`src/rtl/gpio_pkg.sv`:
```
// rtl/gpio_pkg.sv - shared register offsets, bit indices and reset defaults for gpio_mmio
package gpio_pkg;

    localparam logic [3:0] ADDR_LED    = 4'h0;
    localparam logic [3:0] ADDR_STATUS = 4'h4;
    localparam logic [3:0] ADDR_EVENT  = 4'h8;
    localparam logic [3:0] ADDR_IRQEN  = 4'hC;

    localparam int EVENT_BIT          = 0;
    localparam int STATUS_PRESSED_BIT = 0;
    localparam int STATUS_CNT_LSB     = 16;

    localparam logic [5:0] LED_RESET_DEFAULT = 6'b111111;

    // Word select: byte lanes within a register are not decoded.
    function automatic logic word_hit(input logic [3:0] addr, input logic [3:0] offset);
        return ({addr[3:2], 2'b00} == offset);
    endfunction

endpackage

```
`src/rtl/button_debounce.sv`:
```
// rtl/button_debounce.sv - 2-flop synchroniser, stability counter, debounced pressed level and press pulse
module button_debounce #(
    parameter int DEBOUNCE_CYCLES = 16
) (
    input  logic clk,
    input  logic reset,
    input  logic button_i,
    output logic pressed_o,
    output logic press_o
);

    localparam int CW = (DEBOUNCE_CYCLES > 1) ? $clog2(DEBOUNCE_CYCLES) : 1;
    localparam logic [CW-1:0] CNT_LAST = CW'(DEBOUNCE_CYCLES - 1);

    logic          sync1_q;
    logic          sync2_q;
    logic          db_q;
    logic          db_d;
    logic [CW-1:0] cnt_q;
    logic [CW-1:0] cnt_d;
    logic          sample_pressed;

    // Button is active-low; flops idle at 1 so reset reads as released.
    assign sample_pressed = ~sync2_q;

    always_comb begin
        db_d  = db_q;
        cnt_d = cnt_q;
        if (sample_pressed == db_q) begin
            cnt_d = '0;
        end else if (cnt_q == CNT_LAST) begin
            db_d  = ~db_q;
            cnt_d = '0;
        end else begin
            cnt_d = cnt_q + CW'(1);
        end
    end

    always_ff @(posedge clk) begin
        if (reset) begin
            sync1_q <= 1'b1;
            sync2_q <= 1'b1;
            db_q    <= 1'b0;
            cnt_q   <= '0;
        end else begin
            sync1_q <= button_i;
            sync2_q <= sync1_q;
            db_q    <= db_d;
            cnt_q   <= cnt_d;
        end
    end

    assign pressed_o = db_q;
    // Asserted in the cycle whose edge makes the debounced level go pressed.
    assign press_o   = db_d & ~db_q;

endmodule

```
`src/rtl/gpio_mmio.sv`:
```
// rtl/gpio_mmio.sv - memory-mapped GPIO: LED register, button status/event/press count; IRQ under GPIO_IRQ_EN
module gpio_mmio
    import gpio_pkg::*;
#(
    parameter int               LED_W           = 6,
    parameter int               DEBOUNCE_CYCLES = 16,
    parameter int               CNT_W           = 16,
    parameter logic [LED_W-1:0] LED_RESET       = LED_W'(LED_RESET_DEFAULT)
) (
    input  logic             clk,
    input  logic             reset,
    input  logic [3:0]       i_addr,
    input  logic             i_we,
    input  logic             i_re,
    input  logic [31:0]      i_wdata,
    output logic [31:0]      o_rdata,
    output logic             o_rvalid,
    input  logic             i_button,
    output logic [LED_W-1:0] o_led,
    output logic             o_irq
);

    logic             pressed;
    logic             press;
    logic             sel_led;
    logic             sel_status;
    logic             sel_event;
    logic             sel_irqen;
    logic [LED_W-1:0] led_q;
    logic [LED_W-1:0] led_d;
    logic [CNT_W-1:0] cnt_q;
    logic [CNT_W-1:0] cnt_d;
    logic             event_q;
    logic             event_d;
    logic [31:0]      rd_mux;
    logic [31:0]      rdata_q;
    logic [31:0]      rdata_d;
    logic             rvalid_q;
    logic             irq_en_rd;

    button_debounce #(
        .DEBOUNCE_CYCLES(DEBOUNCE_CYCLES)
    ) u_debounce (
        .clk      (clk),
        .reset    (reset),
        .button_i (i_button),
        .pressed_o(pressed),
        .press_o  (press)
    );

    assign sel_led    = word_hit(i_addr, ADDR_LED);
    assign sel_status = word_hit(i_addr, ADDR_STATUS);
    assign sel_event  = word_hit(i_addr, ADDR_EVENT);
    assign sel_irqen  = word_hit(i_addr, ADDR_IRQEN);

    // Read mux sees current register values, so a same-cycle write is not visible.
    always_comb begin
        rd_mux = '0;
        if (sel_led) begin
            rd_mux[LED_W-1:0] = led_q;
        end
        if (sel_status) begin
            rd_mux[STATUS_PRESSED_BIT]          = pressed;
            rd_mux[STATUS_CNT_LSB +: CNT_W]     = cnt_q;
        end
        if (sel_event) begin
            rd_mux[EVENT_BIT] = event_q;
        end
        if (sel_irqen) begin
            rd_mux[0] = irq_en_rd;
        end
    end

    always_comb begin
        led_d   = led_q;
        cnt_d   = cnt_q;
        event_d = event_q;
        rdata_d = i_re ? rd_mux : 32'd0;
        if (i_we && sel_led) begin
            led_d = i_wdata[LED_W-1:0];
        end
        if (i_we && sel_event && i_wdata[EVENT_BIT]) begin
            event_d = 1'b0;
        end
        // A press in the same cycle as W1C must survive.
        if (press) begin
            event_d = 1'b1;
            cnt_d   = cnt_q + CNT_W'(1);
        end
    end

    always_ff @(posedge clk) begin
        if (reset) begin
            led_q    <= LED_RESET;
            cnt_q    <= '0;
            event_q  <= 1'b0;
            rdata_q  <= 32'd0;
            rvalid_q <= 1'b0;
        end else begin
            led_q    <= led_d;
            cnt_q    <= cnt_d;
            event_q  <= event_d;
            rdata_q  <= rdata_d;
            rvalid_q <= i_re;
        end
    end

`ifdef GPIO_IRQ_EN
    logic irq_en_q;
    logic irq_q;

    always_ff @(posedge clk) begin
        if (reset) begin
            irq_en_q <= 1'b0;
            irq_q    <= 1'b0;
        end else begin
            if (i_we && sel_irqen) begin
                irq_en_q <= i_wdata[0];
            end
            irq_q <= event_q & irq_en_q;
        end
    end

    assign irq_en_rd = irq_en_q;
    assign o_irq     = irq_q;
`else
    assign irq_en_rd = 1'b0;
    assign o_irq     = 1'b0;
`endif

    logic unused_ok;
    assign unused_ok = &{1'b0, i_addr[1:0], i_wdata[31:LED_W]};

    assign o_led    = led_q;
    assign o_rdata  = rdata_q;
    assign o_rvalid = rvalid_q;

endmodule

```
`config.mk`:
```
export PLATFORM = sky130hd
export DESIGN_NAME = gpio_mmio
export DESIGN_NICKNAME = d
export VERILOG_FILES = /design/src/rtl/gpio_pkg.sv /design/src/rtl/button_debounce.sv /design/src/rtl/gpio_mmio.sv
export SDC_FILE = /design/constraint.sdc
export NUM_CORES = 1
export LEC_CHECK = 0
export CAP_MARGIN = 20
export CORE_MARGIN = 8
export CORE_UTILIZATION = 45
export DETAILED_ROUTE_END_ITERATION = 16
export GPL_ROUTABILITY_DRIVEN = 0
export PLACE_DENSITY = 0.92
export SYNTH_ARGS = -nofsm -noshare
export SYNTH_HDL_FRONTEND = slang
export SYNTH_HIERARCHICAL = 1
export SYNTH_SLANG_ARGS = --single-unit
```
`constraint.sdc`:
```
create_clock -name clk -period 4.47 [get_ports clk]
set_input_delay 0.6705 -clock clk [delete_from_list [all_inputs] [get_ports clk]]
set_output_delay 0.6705 -clock clk [all_outputs]
set_load 0.005 [all_outputs]
```
==> results_dict.tcl, run 1 <==
set metrics [dict create \
    hold_buffers 0 \
    antenna_found_initial 0 \
    num_rows 24 \
    cts_root_buffer "clkbuf_8" \
    ys_seq_area_frac 0.535 \
    grt_use_total 0.120 \
    diodes 0 \
    cp.arrival_ns 2.45 \
    grt_pass1_wl_um 6340 \
    setup_viol 0 \
    leakage_uw 0.000971 \
    synth_top_cell_by_area "dfxtp_1" \
    portBuffers 41 \
    max_freq_ghz 0.445 \
    io_pins 81 \
    cts_setup_buffers 0 \
    numClockSinks 53 \
    cap_violations 0 \
    first_pass_iters 4 \
    antenna_left 0 \
    synth_flop_cell "dfxtp_1" \
    nets 285 \
    wl_per_cell_um 13.2 \
    timing.rr.start "u_debounce/cnt_q[0]$_SDFF_PP0_" \
    hold_violations 0 \
    p_per_area_mw_per_mm2 316 \
    setup_tns_ns 0 \
    rsz0062_at_grt "false" \
    crit_fanout 11 \
    r2r-end "cnt_q[12]$_SDFFE_PP0P_" \
    yosysWarnings 6 \
    cp-startpoint "u_debounce/cnt_q[0]$_SDFF_PP0_" \
    cts_buffers 5 \
    syn_inst 198 \
    worst_setup_path_start_kind "flip-flop" \
    cp-end-kind "flip-flop" \
    hold_path.class "flip-flop to flip-flop" \
    synth_cell_types 37 \
    r2r_cells 8 \
    crit_required_ns 4.67 \
    die-area_sq_mm 0.00679 \
    cts-resized-gates 0 \
    min-delay-start "u_debounce/sync1_q$_SDFF_PP1_" \
    initial_utilization 0.462 \
    drt-initial-drc-count 90 \
    drc 0 \
    fin_crit_ns 2.25 \
    ir_worst_vdd_v 0.000146 \
    grt_pass1_vias 1425 \
    status "finished, final reports clean" \
    drive_gt1_frac 0.0661 \
    dp_slack_ns 1.71 \
    cts.path.max_buffers 2 \
    dp_hpwl_um 2880 \
    grt_max_degree 33 \
    viasPerCell 4.89 \
    die_h_um 82.4 \
    core_area_sq_mm 0.00429 \
    ff2ff_setup_slack_ns 2.22 \
    synth_top_area_frac 0.535 \
    insertion_delay_ns 0.30 \
    path_clk_slew_ns 0.09 \
    htreeDepth 2 \
    overflow 0 \
    synth_area_sq_mm 0.00198 \
    synth-edff-count 0 \
    crit_path_end "cnt_q[12]$_SDFFE_PP0P_" \
    fin_util 0.581 \
    synth-seq-cells 53 \
    drv_slew 0 \
    async_flop_share 0 \
    wl_um 3890 \
    worstSetupPathType "flip-flop to flip-flop" \
    yosys-top-cells-area "dfxtp_1 (53%), and2_1 (6.9%), buf_4 (4.2%)" \
    die_w_um 82.4 \
    fin_skew_ns 0.00477 \
    vias 1439 \
    worst_slack_ns 2.22 \
    cts_tree "yes" \
    area_growth_pct 25.8 \
    period_share 0.502 \
    avgSynthCellArea_sq_um 10.0 \
]
through the flow:
step / power, uW / area [sq um] / hold WS, ns / std cells
detailed placement: 535 / 2400 / 0.426 / 286
CTS: 797 / 2490 / 0.456 / 293
floorplan: 516 / 2020 / 0.389 / 208
global route: 820 / 2500 / 0.462 / 294
finish: 788 / 2500 / 0.452 / 294
global placement: 533 / 2400 / 0.400 / 286
power by group:
part,total (uW),switching [uW],internal (uW)
registers,481,3.18,478
logic,43.4,18.2,25.2
clock network,264,141,123
total,788,163,626
Yosys cell counts (2+ instances only):
cell / count
dfxtp_1: 53
and2_1: 22
nor2_1: 21
buf_4: 11
nor2b_1: 10
nand3_1: 7
xor2_1: 7
a211o_1: 6
nand2_1: 6
xnor2_1: 6
nand4_1: 5
nor3_1: 4
a21oi_1: 3
clkbuf_1: 3
inv_1: 3
mux2_2: 3
mux2i_1: 3
and4_1: 2
buf_2: 2
ha_1: 2
nor3b_1: 2
or2_2: 2
sequential cells by signal, indices dropped and copies added (netlist names):
| register | cells |
|---|---|
| u_debounce/cnt_q | 4 |
| o_rdata | 22 |
| u_debounce/pressed_o | 1 |
| cnt_q | 16 |
| event_q | 1 |
| u_debounce/sync1_q | 1 |
| o_led | 6 |
| o_rvalid | 1 |
| u_debounce/sync2_q | 1 |
layout by cell type, fill, tap and decap left out, types with 2 or more instances in the layout:
cell type        count
dfxtp_1             53
clkdlybuf4s50_1     41
and2_1              22
nor2_1              21
conb_1              11
nor2b_1             10
nand3_1              7
xor2_1               7
a211o_1              6
nand2_1              6
xnor2_1              6
clkbuf_8             6
nand4_1              5
nor3_1               4
mux2_2               3
a21oi_1              3
inv_1                3
mux2i_1              3
nor3b_1              2
and4_1               2
ha_1                 2
buf_4                2
or2_2                2
worst max-delay path, stage by stage, from the launching register on:
cell and delay [ns]:
dfxtp_1 0.36, ha_1 0.20, nand3_1 0.17, nor3_1 0.20, buf_4 0.23, nand4_1 0.17
or4_1 0.53, xnor2_1 0.14, and2b_1 0.15
cell families after synthesis:
family                   count (synthesis)  synth area share
multiplexers                             6            0.0322
flip-flops                              53             0.535
AO/OA/AOI/OAI                           12            0.0441
other                                    1           0.00189
adder cells (fa/ha/maj)                  2            0.0126
XOR/XNOR                                13            0.0574
buffers and inverters                   20            0.0599
AND/OR/NAND/NOR                         91             0.257
metal layers:
layer / global-route usage / share of wire
met2: 0.218 / 0.54
met3: 0.0227 / 0.046
met5: 0 / 0
met1: 0.128 / 0.40
met4: 0.0649 / 0.020
area by class of cell:
type                       count  area, sq um
multi-input combinational    135          842
sequential                    53         1060
inverter                       3         11.3
clock buffer                   7         86.3
fill                         384         1800
tap                           52         65.1
timing repair buffer          44          430
worst min path at each step:
stage,endpoint,slack [ns],cells after the start
3_3_place_gp,u_debounce/sync2_q$_SDFF_PP1_,0.40,1
3_5_place_dp,u_debounce/sync2_q$_SDFF_PP1_,0.43,1
4_1_cts,u_debounce/sync2_q$_SDFF_PP1_,0.46,1
2_1_floorplan,u_debounce/sync2_q$_SDFF_PP1_,0.39,1
6_report,u_debounce/sync2_q$_SDFF_PP1_,0.45,1
5_1_grt,u_debounce/sync2_q$_SDFF_PP1_,0.46,1
No activity file was read; power rests on OpenSTA's default activity.
==> run 2: changes to the inputs <==
--- a/config.mk
+++ b/config.mk
@@ -7,10 +7,10 @@
 export LEC_CHECK = 0
 export CAP_MARGIN = 20
 export CORE_MARGIN = 8
-export CORE_UTILIZATION = 45
+export CORE_UTILIZATION = 42
 export DETAILED_ROUTE_END_ITERATION = 16
 export GPL_ROUTABILITY_DRIVEN = 0
-export PLACE_DENSITY = 0.92
+export PLACE_DENSITY = 0.87
 export SYNTH_ARGS = -nofsm -noshare
 export SYNTH_HDL_FRONTEND = slang
 export SYNTH_HIERARCHICAL = 1
==> constraint.sdc (replaced) <==
create_clock -name clk -period 2.2 [get_ports clk]
set_input_delay 0.33 -clock clk [delete_from_list [all_inputs] [get_ports clk]]
set_output_delay 0.33 -clock clk [all_outputs]
set_load 0.005 [all_outputs]
==> results_dict.tcl, run 2 (synthesis gave the netlist of run 1 again) <==
set metrics [dict create \
    worstSetupPathType "flip-flop to flip-flop" \
    antenna_found_initial 0 \
    num_rows 25 \
    initial_utilization 0.429 \
    crit_required_ns 2.41 \
    crit_fanout 4 \
    antenna_left 0 \
    period_share 0.901 \
    drv_slew 0 \
    insertion_delay_ns 0.30 \
    diodes 0 \
    first_pass_iters 4 \
    wl_per_cell_um 12.5 \
    status "finished, final reports clean" \
    cts.path.max_buffers 2 \
    fin_skew_ns 0.00338 \
    cp_num_buf_inv 0 \
    wl_um 3720 \
    io_pins 81 \
    dp_cells 290 \
    core_area_sq_mm 0.00463 \
    rsz0062_at_grt "false" \
    dp_hpwl_um 2740 \
    largest_reg_flops 22 \
    ir_worst_vdd_v 0.000365 \
    viasPerCell 4.70 \
    die_h_um 84.7 \
    hold_violations 0 \
    grt_max_degree 32 \
    cts_buffers 5 \
    die-area_sq_mm 0.00718 \
    final_cells 298 \
    htreeDepth 2 \
    path_clk_slew_ns 0.09 \
    overflow 0 \
    drt-initial-drc-count 77 \
    cp.arrival_ns 2.19 \
    hold_path.class "flip-flop to flip-flop" \
    cp-end-kind "flip-flop" \
    leakage_uw 0.000990 \
    cts_root_buffer "clkbuf_8" \
    cap_violations 0 \
    cts_tree "yes" \
    grt_use_total 0.110 \
    setup_viol 0 \
    setup_tns_ns 0 \
    drc 0 \
    dp_slack_ns 0.117 \
    worst_slack_ns 0.217 \
    area_growth_pct 28.4 \
    die_w_um 84.7 \
    max_freq_ghz 0.504 \
    post_dp_cell_area_sq_mm 0.00242 \
    portBuffers 41 \
    drive_gt1_frac 0.0820 \
    multi_input_area_sq_um 847 \
    fin_area_sq_mm 0.00255 \
    fin_crit_ns 1.98 \
    slowest_delay_ns 0.52 \
    num-fill-cells 410 \
    p_per_area_mw_per_mm2 683 \
    cp_cell_sequence "ha_1, nand3_1, nor3_2, nand4_1, or4_1, xnor2_1, and2b_1" \
    critical_path.top_delay_family "simple AND/OR/NAND/NOR gates" \
    fin_util 0.550 \
    layout_common_cells "dfxtp_1 (53), clkdlybuf4s50_1 (41), and2_1 (22)" \
    worst_setup_path_start_kind "flip-flop" \
    nets 286 \
    regArea_sq_mm 0.00106 \
    vias 1400 \
    numClockSinks 53 \
    grt_pass1_wl_um 6270 \
    grt_pass1_vias 1401 \
    crit_path_top_delay_cell "or4_1" \
    final_common_cell "dfxtp_1" \
]
==> run 2: per-layer routing <==
metal	share of wire	global-route usage
met1	0.43	0.111
met2	0.49	0.185
met3	0.054	0.0410
met4	0.026	0.0728
met5	0	0
==> run 2: where the power goes <==
| group | switching, uW | internal (uW) | leakage, uW |
|---|---|---|---|
| clock network | 302 | 370 | 0.0000574 |
| logic | 38.5 | 52.7 | 0.000504 |
| registers | 6.08 | 970 | 0.000429 |
==> run 2: path summary, 6_finish.rpt <==
check                                               startpoint                             to  slack (ns)  cells after the start
worst min register to register   u_debounce/sync1_q$_SDFF_PP1_  u_debounce/sync2_q$_SDFF_PP1_        0.42                      1
worst max-delay path            u_debounce/cnt_q[0]$_SDFF_PP0_         cnt_q[12]$_SDFFE_PP0P_        0.22                      7
worst max register to register  u_debounce/cnt_q[0]$_SDFF_PP0_         cnt_q[12]$_SDFFE_PP0P_        0.22                      7
worst min-delay path             u_debounce/sync1_q$_SDFF_PP1_  u_debounce/sync2_q$_SDFF_PP1_        0.42                      1
==> run 2: final cells by class <==
type,instances,area share
clock buffers,6,0.0324
clock inverters,2,0.0147
inverters,3,0.00442
multi-input cells,135,0.333
flip-flops and latches,53,0.417
well taps,54,0.0265
repair buffers,45,0.173
==> run 2: through the flow <==
| stage | hold WS, ns | power [uW] |
|---|---|---|
| 2_1_floorplan | 0.389 | 1050 |
| 3_3_place_gp | 0.399 | 1090 |
| 3_5_place_dp | 0.400 | 1090 |
| 4_1_cts | 0.427 | 1760 |
| 5_1_grt | 0.457 | 1810 |
| 6_report | 0.424 | 1740 |
==> run 2: what timing repair did <==
action	CTS	global route
setup buffers	0	0
gates resized for setup	0	1
hold buffers	0	0
setup endpoints to repair	0	1
==> run 3: changes to the inputs <==
--- a/config.mk
+++ b/config.mk
@@ -7,10 +7,11 @@
 export LEC_CHECK = 0
 export CAP_MARGIN = 20
 export CORE_MARGIN = 8
-export CORE_UTILIZATION = 42
+export CORE_UTILIZATION = 38
+export CTS_CLUSTER_SIZE = 10
 export DETAILED_ROUTE_END_ITERATION = 16
 export GPL_ROUTABILITY_DRIVEN = 0
-export PLACE_DENSITY = 0.87
+export PLACE_DENSITY = 0.84
 export SYNTH_ARGS = -nofsm -noshare
 export SYNTH_HDL_FRONTEND = slang
 export SYNTH_HIERARCHICAL = 1
==> constraint.sdc (replaced) <==
create_clock -name clk -period 1.8 [get_ports clk]
set_input_delay 0.27 -clock clk [delete_from_list [all_inputs] [get_ports clk]]
set_output_delay 0.27 -clock clk [all_outputs]
set_load 0.005 [all_outputs]
==> results_dict.tcl, run 3 (synthesis gave the netlist of run 1 again) <==
set metrics [dict create \
    fin_skew_ns 0.00753 \
    multi_input_area_sq_um 916 \
    die_w_um 88.3 \
    cts.path.max_buffers 2 \
    num_rows 26 \
    die_h_um 88.3 \
    num-fill-cells 482 \
    hold_buffers 0 \
    power.clock.fraction 0.384 \
    portBuffers 41 \
    final_common_cell "dfxtp_1" \
    cts_buffers 5 \
    rsz0062_at_grt "true" \
    htreeDepth 2 \
    overflow 0 \
    grt_use_total 0.108 \
    viasPerCell 4.58 \
    period_share 0.996 \
    leakage_uw 0.00111 \
    final_cells 329 \
    antenna_left 0 \
    setup_tns_ns 0 \
    vias 1507 \
    core_area_sq_mm 0.00507 \
    crit_fanout 3 \
    largest_reg_flops 22 \
    cp-end-kind "flip-flop" \
    wl_per_cell_um 12.3 \
    drive_gt1_frac 0.162 \
    grt_pass1_wl_um 6580 \
    cts_root_buffer "clkbuf_8" \
    wl_um 4040 \
    grt_max_degree 25 \
    cap_violations 0 \
    area_growth_pct 38.8 \
    worstSetupPathType "flip-flop to flip-flop" \
    drc 0 \
    post_dp_cell_area_sq_mm 0.00253 \
    drv_slew 0 \
    regArea_sq_mm 0.00106 \
    fin_area_sq_mm 0.00276 \
    p_comb_frac 0.054 \
    path_clk_slew_ns 0.09 \
    p_sw_uw 418 \
    grt_pass1_vias 1468 \
    p_per_area_mw_per_mm2 771 \
    crit_required_ns 1.99 \
    dp_hpwl_um 2860 \
    layout_common_cells "dfxtp_1 (51), clkdlybuf4s50_1 (41), and2_1 (22)" \
    initial_utilization 0.391 \
    intPower_uw 1710 \
    nets 301 \
    power.share.switching 0.197 \
    max_freq_ghz 0.558 \
    p_seq_frac 0.562 \
    setup_viol 0 \
    power.total_uw 2120 \
    worst_setup_path_start_kind "flip-flop" \
    hold_violations 0 \
    ir_worst_vdd_v 0.000403 \
    numClockSinks 53 \
    cts_tree "yes" \
    insertion_delay_ns 0.30 \
    antenna_found_initial 0 \
    io_pins 81 \
    hold_path.class "flip-flop to flip-flop" \
    fin_crit_ns 1.79 \
    drt-initial-drc-count 59 \
    dp_cells 317 \
    first_pass_iters 4 \
    status "finished, final reports clean" \
    cp.arrival_ns 1.98 \
    diodes 0 \
    die-area_sq_mm 0.00779 \
]
==> run 3: layout make-up <==
class / instances / share of cell area
multi-input cells: 135 / 0.332
clock inverters: 2 / 0.0136
clock buffers: 6 / 0.0300
well taps: 70 / 0.0318
inverters: 3 / 0.00409
flip-flops and latches: 53 / 0.386
repair buffers: 60 / 0.202
==> run 3: routing by layer <==
| layer | up-vias | track usage | wire, um |
|---|---|---|---|
| li1 | 757 | - | - |
| met1 | 698 | 0.108 | 1660 |
| met2 | 43 | 0.193 | 2050 |
| met3 | 9 | 0.0381 | 271 |
| met4 | 0 | 0.0507 | 63 |
| met5 | - | 0 | 0 |
==> run 3: critical path: stages (launching register included) <==
cell	delay [ns]
dfxtp_2	0.36
ha_4	0.15
nand3_4	0.07
nor3_4	0.16
nand4_1	0.15
buf_4	0.19
nor3_4	0.19
nand3_1	0.11
mux2_2	0.28
==> run 3: power by group through the flow <==
stage,Clock [uW],Combinational [uW],Sequential [uW]
CTS,839,116,1190
floorplan,0,60.6,1220
global placement,0,112,1220
finish,815,116,1190
global route,885,128,1200
detailed placement,0,116,1220
==> run 3: per-stage QoR <==
| step | setup slack [ns] | hold slack (ns) | util |
|---|---|---|---|
| 3_5_place_dp | -0.109 | 0.401 | 0.500 |
| 5_1_grt | -0.104 | 0.436 | 0.543 |
| 4_1_cts | -0.0632 | 0.423 | 0.536 |
| 3_3_place_gp | -0.0773 | 0.395 | 0.500 |
| 2_1_floorplan | 0.00803 | 0.342 | - |
| 6_report | 0.00633 | 0.427 | 0.543 |
==> run 3: final timing paths <==
path	startpoint	to	slack, ns	cells after the start
min reg2reg	u_debounce/sync1_q$_SDFF_PP1_	u_debounce/sync2_q$_SDFF_PP1_	0.43	1
max reg2reg	u_debounce/cnt_q[1]$_SDFF_PP0_	cnt_q[14]$_SDFFE_PP0P_	0.006	8
min	u_debounce/sync1_q$_SDFF_PP1_	u_debounce/sync2_q$_SDFF_PP1_	0.43	1
max	u_debounce/cnt_q[1]$_SDFF_PP0_	cnt_q[14]$_SDFFE_PP0P_	0.006	8
==> run 3: what timing repair did <==
item	in CTS	in global routing
buffers inserted	4	0
gates resized for setup	7	6
pin swaps	6	3
endpoints found under the setup margin	4	9
